`src/rtl/multi_mode_mux_pkg.sv`:
```
// rtl/multi_mode_mux_pkg.sv - shared types, display-off constants and width helper for multi_mode_mux
package multi_mode_pkg;

  typedef enum logic [1:0] {
    S_RUN      = 2'd0,
    S_BLANK    = 2'd1,
    S_WAIT_REL = 2'd2
  } state_t;

  localparam logic [3:0] COM_OFF = 4'hF;
  localparam logic [7:0] SEG_OFF = 8'hFF;

  // Index width for n values, never narrower than one bit.
  function automatic int clog2_min1(input int n);
    return (n <= 2) ? 1 : $clog2(n);
  endfunction

endpackage

```
`src/rtl/multi_mode_mux_pedge_det.sv`:
```
// rtl/multi_mode_mux_pedge_det.sv - per-bit rising-edge detector with one-cycle delay register
module pedge_det #(
  parameter int W = 1
) (
  input  logic         clk,
  input  logic         reset_p,
  input  logic [W-1:0] d,
  output logic [W-1:0] pedge
);

  logic [W-1:0] d_q;

  always_ff @(posedge clk or posedge reset_p) begin
    if (reset_p) d_q <= '0;
    else         d_q <= d;
  end

  assign pedge = d & ~d_q;

endmodule

```
`src/rtl/multi_mode_mux.sv`:
```
// rtl/multi_mode_mux.sv - front-panel mode arbiter: routes buttons/display/LEDs to the active app
// Optional MULTI_MODE_ALARM_FOCUS_EN: a rising alarm from an inactive app switches to that app.
module multi_mode_mux
  import multi_mode_pkg::*;
#(
  parameter int N_MODES    = 3,
  parameter int BTN_W      = 4,
  parameter int LED_W      = 4,
  parameter int BLANK_CYC  = 1000,
  parameter int RESET_MODE = 0
) (
  input  logic                               clk,
  input  logic                               reset_p,
  input  logic                               btn_mode,
  input  logic [BTN_W-1:0]                   btn,
  input  logic [4*N_MODES-1:0]               com_in,
  input  logic [8*N_MODES-1:0]               seg_in,
  input  logic [LED_W*N_MODES-1:0]           led_in,
  input  logic [N_MODES-1:0]                 alarm_in,
  output logic [BTN_W*N_MODES-1:0]           btn_out,
  output logic [3:0]                         com,
  output logic [7:0]                         seg_7,
  output logic [LED_W-1:0]                   led,
  output logic                               buzz,
  output logic [clog2_min1(N_MODES)-1:0]     mode
);

  localparam int MW = clog2_min1(N_MODES);
  localparam int CW = clog2_min1(BLANK_CYC);
  localparam logic [CW-1:0] CNT_LOAD   = (BLANK_CYC == 0) ? '0 : CW'(BLANK_CYC - 1);
  localparam logic [MW-1:0] LAST_MODE  = MW'(N_MODES - 1);
  localparam logic [MW-1:0] MODE_RESET = MW'(RESET_MODE);

  state_t                   state, state_nxt;
  logic [MW-1:0]            mode_nxt, mode_inc;
  logic [CW-1:0]            cnt, cnt_nxt;
  logic [3:0]               com_nxt;
  logic [7:0]               seg_nxt;
  logic [LED_W-1:0]         led_nxt;
  logic [BTN_W*N_MODES-1:0] btn_out_nxt;
  logic                     mode_pedge;
  logic                     switch_req;
  logic [MW-1:0]            switch_mode;
  logic                     focus_hit;
  logic [MW-1:0]            focus_idx;

  pedge_det #(.W(1)) u_mode_edge (
    .clk     (clk),
    .reset_p (reset_p),
    .d       (btn_mode),
    .pedge   (mode_pedge)
  );

`ifdef MULTI_MODE_ALARM_FOCUS_EN
  logic [N_MODES-1:0] alarm_pedge;

  pedge_det #(.W(N_MODES)) u_alarm_edge (
    .clk     (clk),
    .reset_p (reset_p),
    .d       (alarm_in),
    .pedge   (alarm_pedge)
  );

  // Descending scan so the lowest rising index is the one that sticks.
  always_comb begin
    focus_hit = 1'b0;
    focus_idx = '0;
    for (int i = N_MODES - 1; i >= 0; i--) begin
      if (alarm_pedge[i] && (MW'(i) != mode)) begin
        focus_hit = 1'b1;
        focus_idx = MW'(i);
      end
    end
  end
`else
  assign focus_hit = 1'b0;
  assign focus_idx = '0;
`endif

  assign mode_inc = (mode == LAST_MODE) ? '0 : mode + MW'(1);

  always_comb begin
    state_nxt   = state;
    mode_nxt    = mode;
    cnt_nxt     = cnt;
    com_nxt     = COM_OFF;
    seg_nxt     = SEG_OFF;
    led_nxt     = '0;
    btn_out_nxt = '0;
    switch_req  = 1'b0;
    switch_mode = mode_inc;

    case (state)
      S_RUN: begin
        com_nxt = com_in[4*int'(mode) +: 4];
        seg_nxt = seg_in[8*int'(mode) +: 8];
        led_nxt = led_in[LED_W*int'(mode) +: LED_W];
        btn_out_nxt[BTN_W*int'(mode) +: BTN_W] = btn;
        switch_req = mode_pedge;
      end
      S_BLANK: begin
        if (cnt == '0) state_nxt = S_WAIT_REL;
        else           cnt_nxt   = cnt - CW'(1);
      end
      S_WAIT_REL: begin
        com_nxt = com_in[4*int'(mode) +: 4];
        seg_nxt = seg_in[8*int'(mode) +: 8];
        led_nxt = led_in[LED_W*int'(mode) +: LED_W];
        if (mode_pedge)      switch_req = 1'b1;
        else if (btn == '0)  state_nxt  = S_RUN;
      end
      default: state_nxt = S_RUN;
    endcase

    if (focus_hit) begin
      switch_req  = 1'b1;
      switch_mode = focus_idx;
    end

    if (switch_req) begin
      mode_nxt = switch_mode;
      if (BLANK_CYC == 0) begin
        state_nxt = S_WAIT_REL;
      end else begin
        state_nxt = S_BLANK;
        cnt_nxt   = CNT_LOAD;
      end
    end
  end

  always_ff @(posedge clk or posedge reset_p) begin
    if (reset_p) begin
      state   <= S_RUN;
      mode    <= MODE_RESET;
      cnt     <= '0;
      com     <= COM_OFF;
      seg_7   <= SEG_OFF;
      led     <= '0;
      btn_out <= '0;
      buzz    <= 1'b0;
    end else begin
      state   <= state_nxt;
      mode    <= mode_nxt;
      cnt     <= cnt_nxt;
      com     <= com_nxt;
      seg_7   <= seg_nxt;
      led     <= led_nxt;
      btn_out <= btn_out_nxt;
      buzz    <= |alarm_in;
    end
  end

endmodule

```
`config.mk`:
```
export PLATFORM = sky130hd
export DESIGN_NAME = multi_mode_mux
export DESIGN_NICKNAME = d
export VERILOG_FILES = /design/src/rtl/multi_mode_mux_pkg.sv /design/src/rtl/multi_mode_mux_pedge_det.sv /design/src/rtl/multi_mode_mux.sv
export SDC_FILE = /design/constraint.sdc
export NUM_CORES = 1
export LEC_CHECK = 0
export BUFFER_PORTS_ARGS = -buffer_cell sky130_fd_sc_hd__buf_2
export CORE_UTILIZATION = 46
export DETAILED_ROUTE_END_ITERATION = 8
export GPL_TIMING_DRIVEN = 0
export HOLD_SLACK_MARGIN = 0.05
export PLACE_DENSITY_LB_ADDON = 0.3
export SYNTH_ARGS = -nofsm -noshare
export SYNTH_HDL_FRONTEND = slang
export SYNTH_SLANG_ARGS = --single-unit
```
`constraint.sdc`:
```
create_clock -name clk -period 2.13 [get_ports clk]
set_input_delay 0.213 -clock clk [delete_from_list [all_inputs] [get_ports clk]]
set_output_delay 0.213 -clock clk [all_outputs]
set_load 0.005 [all_outputs]
```
==> impl_metrics.csv <==
group,metric,value,unit
status,run_status,"complete, no violations",
cells_and_area,regArea,1116,um2
yosys,ys_ff_latch,44,
cts,post-cts-setup-buffers,0,
yosys,synth_flop_cell,"dfrtp_1",
grt,grt_max_degree,45,
pwr,intPower,1.794,mW
pwr,power_leakage,1.317,nW
floorplan,initial_utilization,0.4756,
setup_path,arrival,2.22,ns
yosys,syn-instance-count,192,
job,maxCapViolations,0,
yosys,synth_most_common_cell,"dfrtp_1",
cells_and_area,area_growth,31.18,%
cells_and_area,nFillCells,355,
cts,cts.sinks,44,
sta,post-route-min-period,1.984,ns
pwr,sequentialPowerShare,0.418,
grt,antenna_found_initial,0,
min_path,hp-class,"input port to async pin",
detailed_routing,wl_per_cell,13.31,um
grt,grt-ovfl-total,0,
yosys,async_reset_ff_frac,1.000,
sta,tightest_slew,0.8865,ns
yosys,yosys-top-cells-count,"dfrtp_1 (32), o21ai_0 (19), mux2i_1 (18)",
pwr,switching_power,954.8,uW
detailed_routing,vias_per_cell,5.220,
detailed_routing,drc,0,
yosys,syn_area_per_cell,10.79,um2
cells_and_area,nNetsFinal,352,
pwr,ir_drop,0.4692,mV
floorplan,rows,24,
cts,clock_latency,0.29,ns
cts,numCtsBuffers,5,
setup_path,cp-start-kind,"flop",
placement,place_congestion,0.8229,
yosys,synth_nets,256,
placement,placed_cell_area,2576,um2
cts,clk_path_buf_depth,2,
cells_and_area,diodes,0,
yosys,syn-cell-area,2071,um2
detailed_routing,ant_nets,0,
sta,whs,0.09601,ns
yosys,synth_top_area_share,0.3867,
cts,root_buffer,"clkbuf_8",
pwr,p_clk_frac,0.234,
floorplan,core_area,4354,um2
pwr,p_per_area,1012,nW/um2
floorplan,io_pins,89,
placement,hpwl,3331,um
setup_path,cp.required,2.36,ns
cts,path_clk_slew,0.09,ns
grt,grtUsageTotal,0.1942,
sta,clock.fmax,504.0,MHz
cts,cts_tree,"yes",
yosys,ys_warn_count,0,
sta,slew_violations,0,
setup_path,critPathMaxFanout,10,
pwr,p_sw_frac,0.3473,
grt,grt_pass1_vias,1616,
detailed_routing,dr.pass1.iters,6,
sta,timing.final.crit_share,0.9314,
cells_and_area,multi_input_area,913.4,um2
yosys,synth_top_area_cell,"dfrtp_1",
detailed_routing,drt_iter0_drc,100,
cts,htreeDepth,2,
yosys,synthDistinctLibCells,38,
setup_path,path_class,"flop to flop",
cells_and_area,final_area,2716,um2
pwr,p_comb_frac,0.348,
sta,hold_viol_final,0,
floorplan,die_h,69.10,um
yosys,synthTopCellsByArea,"dfrtp_1 (39%), dfstp_2 (15%), mux2i_1 (8.7%)",
floorplan,die_x,69.10,um
cells_and_area,drive_gt1_frac,0.4118,
yosys,synth_edf_count,0,
detailed_routing,drt-total-wl,4540,um
setup_path,startpoint,"mode[0]$_DFFE_PP0P_",
floorplan,dieArea,4774,um2
grt,grt_pass1_wl,7355,um
placement,numPortBuffers,88,
detailed_routing,via_count,1780,
yosys,synth.yosys.seq_area_share,0.5390,
setup_path,worstRegToRegCells,6,
sta,fin_worst_skew,0.007011,ns
setup_path,rr_startpoint,"mode[0]$_DFFE_PP0P_",
setup_path,end_kind,"flop",
sta,slew-limit-headroom,0.4081,
sta,setup_viol,0,
logic make-up (layout without fill, tap and decap cells):
| family | count (synthesis) | in the layout | share of synthesized area |
|---|---|---|---|
| xor+xnor | 1 | 1 | 0.004230 |
| buf+inv | 14 | 111 | 0.02598 |
| mux | 18 | 18 | 0.08701 |
| flops | 44 | 44 | 0.5390 |
| compound gates | 45 | 45 | 0.1245 |
| simple gates | 64 | 64 | 0.1831 |
| fa+ha+maj | 6 | 6 | 0.03625 |
layout by cell type, fill, tap and decap left out, types with 2 or more instances in the layout:
master,count
a21oi_1,17
nor3_1,2
o31ai_1,2
dfrtp_1,32
nor2_1,14
o21ai_0,19
and3_1,2
or3_1,4
ha_1,6
clkbuf_1,5
nor4_2,3
mux2i_1,18
nand3_1,2
nand4b_1,2
clkbuf_8,5
nand2_1,8
nand2b_1,5
nand3b_1,2
buf_2,90
inv_1,5
dfstp_2,12
and2_1,12
clkinv_4,2
worst max-delay path: stages, from the launching register on:
cell and delay (ns):
dfrtp_1 0.44, buf_2 0.32, inv_1 0.16, ha_1 0.35, nand2b_1 0.17, nor4_2 0.29, and2_1 0.19
registers in the layout (all words and copies together) (netlist names):
register	count
btn_out	12
cnt	10
seg_7	8
com	4
led	4
mode	2
state	2
buzz	1
u_mode_edge.d_q	1
metrics by stage:
step / utilization / cells / worst slack (ns) / power, mW / TNS, ns
after floorplan: - / 192 / 0.1950 / 1.798 / 0
after detailed placement: 0.5917 / 332 / -0.2291 / 2.103 / -2.182
after CTS: 0.6210 / 341 / 0.06885 / 2.755 / 0
after global placement: 0.5917 / 332 / -0.1801 / 2.067 / -1.606
after global routing: 0.6239 / 341 / -0.01039 / 2.939 / -0.01112
final: 0.6239 / 341 / 0.1461 / 2.749 / 0
worst paths after layout:
check / endpoint / slack [ns]
worst min-delay path: btn_out[8]$_DFF_PP0_ / 0.1
worst max-delay path: btn_out[2]$_DFF_PP0_ / 0.15
max in group asynchronous: cnt[0]$_DFFE_PP0P_ / 1.47
worst max register to register: btn_out[2]$_DFF_PP0_ / 0.15
worst min register to register: cnt[1]$_DFFE_PP0P_ / 0.58
min in group clk: buzz$_DFF_PP0_ / 0.11
timing repair:
item                                    in CTS  in global routing
hold endpoints to repair                     1                  0
hold buffers                                 1                  0
endpoints found under the setup margin      12                  8
cloned                                       0                  0
resized for setup                            1                  2
per-layer routing:
layer / track usage / up-vias / wire (um)
li1: - / 866 / -
met1: 0.2551 / 858 / 2066
met2: 0.3139 / 54 / 2233
met3: 0.05556 / 2 / 215
met4: 0.05442 / 0 / 25
met5: 0 / - / 0
power by group through the flow:
stage,clock network (mW),logic (mW),registers [mW]
finish,0.644,0.957,1.15
global route,0.701,1.07,1.17
CTS,0.663,0.946,1.15
detailed placement,0,0.944,1.16
global placement,0,0.911,1.16
floorplan,0,0.651,1.15
final cells by class:
cell class                      count  area share
Buffer                              8     0.01198
Clock buffer                        5     0.02533
Clock inverter                      3     0.01750
Inverter                            6    0.008291
Multi-Input combinational cell    134      0.3362
Sequential cell                    44      0.4109
Tap cell                           52     0.02395
Timing Repair Buffer               89      0.1658
Note: power is estimated with default switching activity, not from simulation.
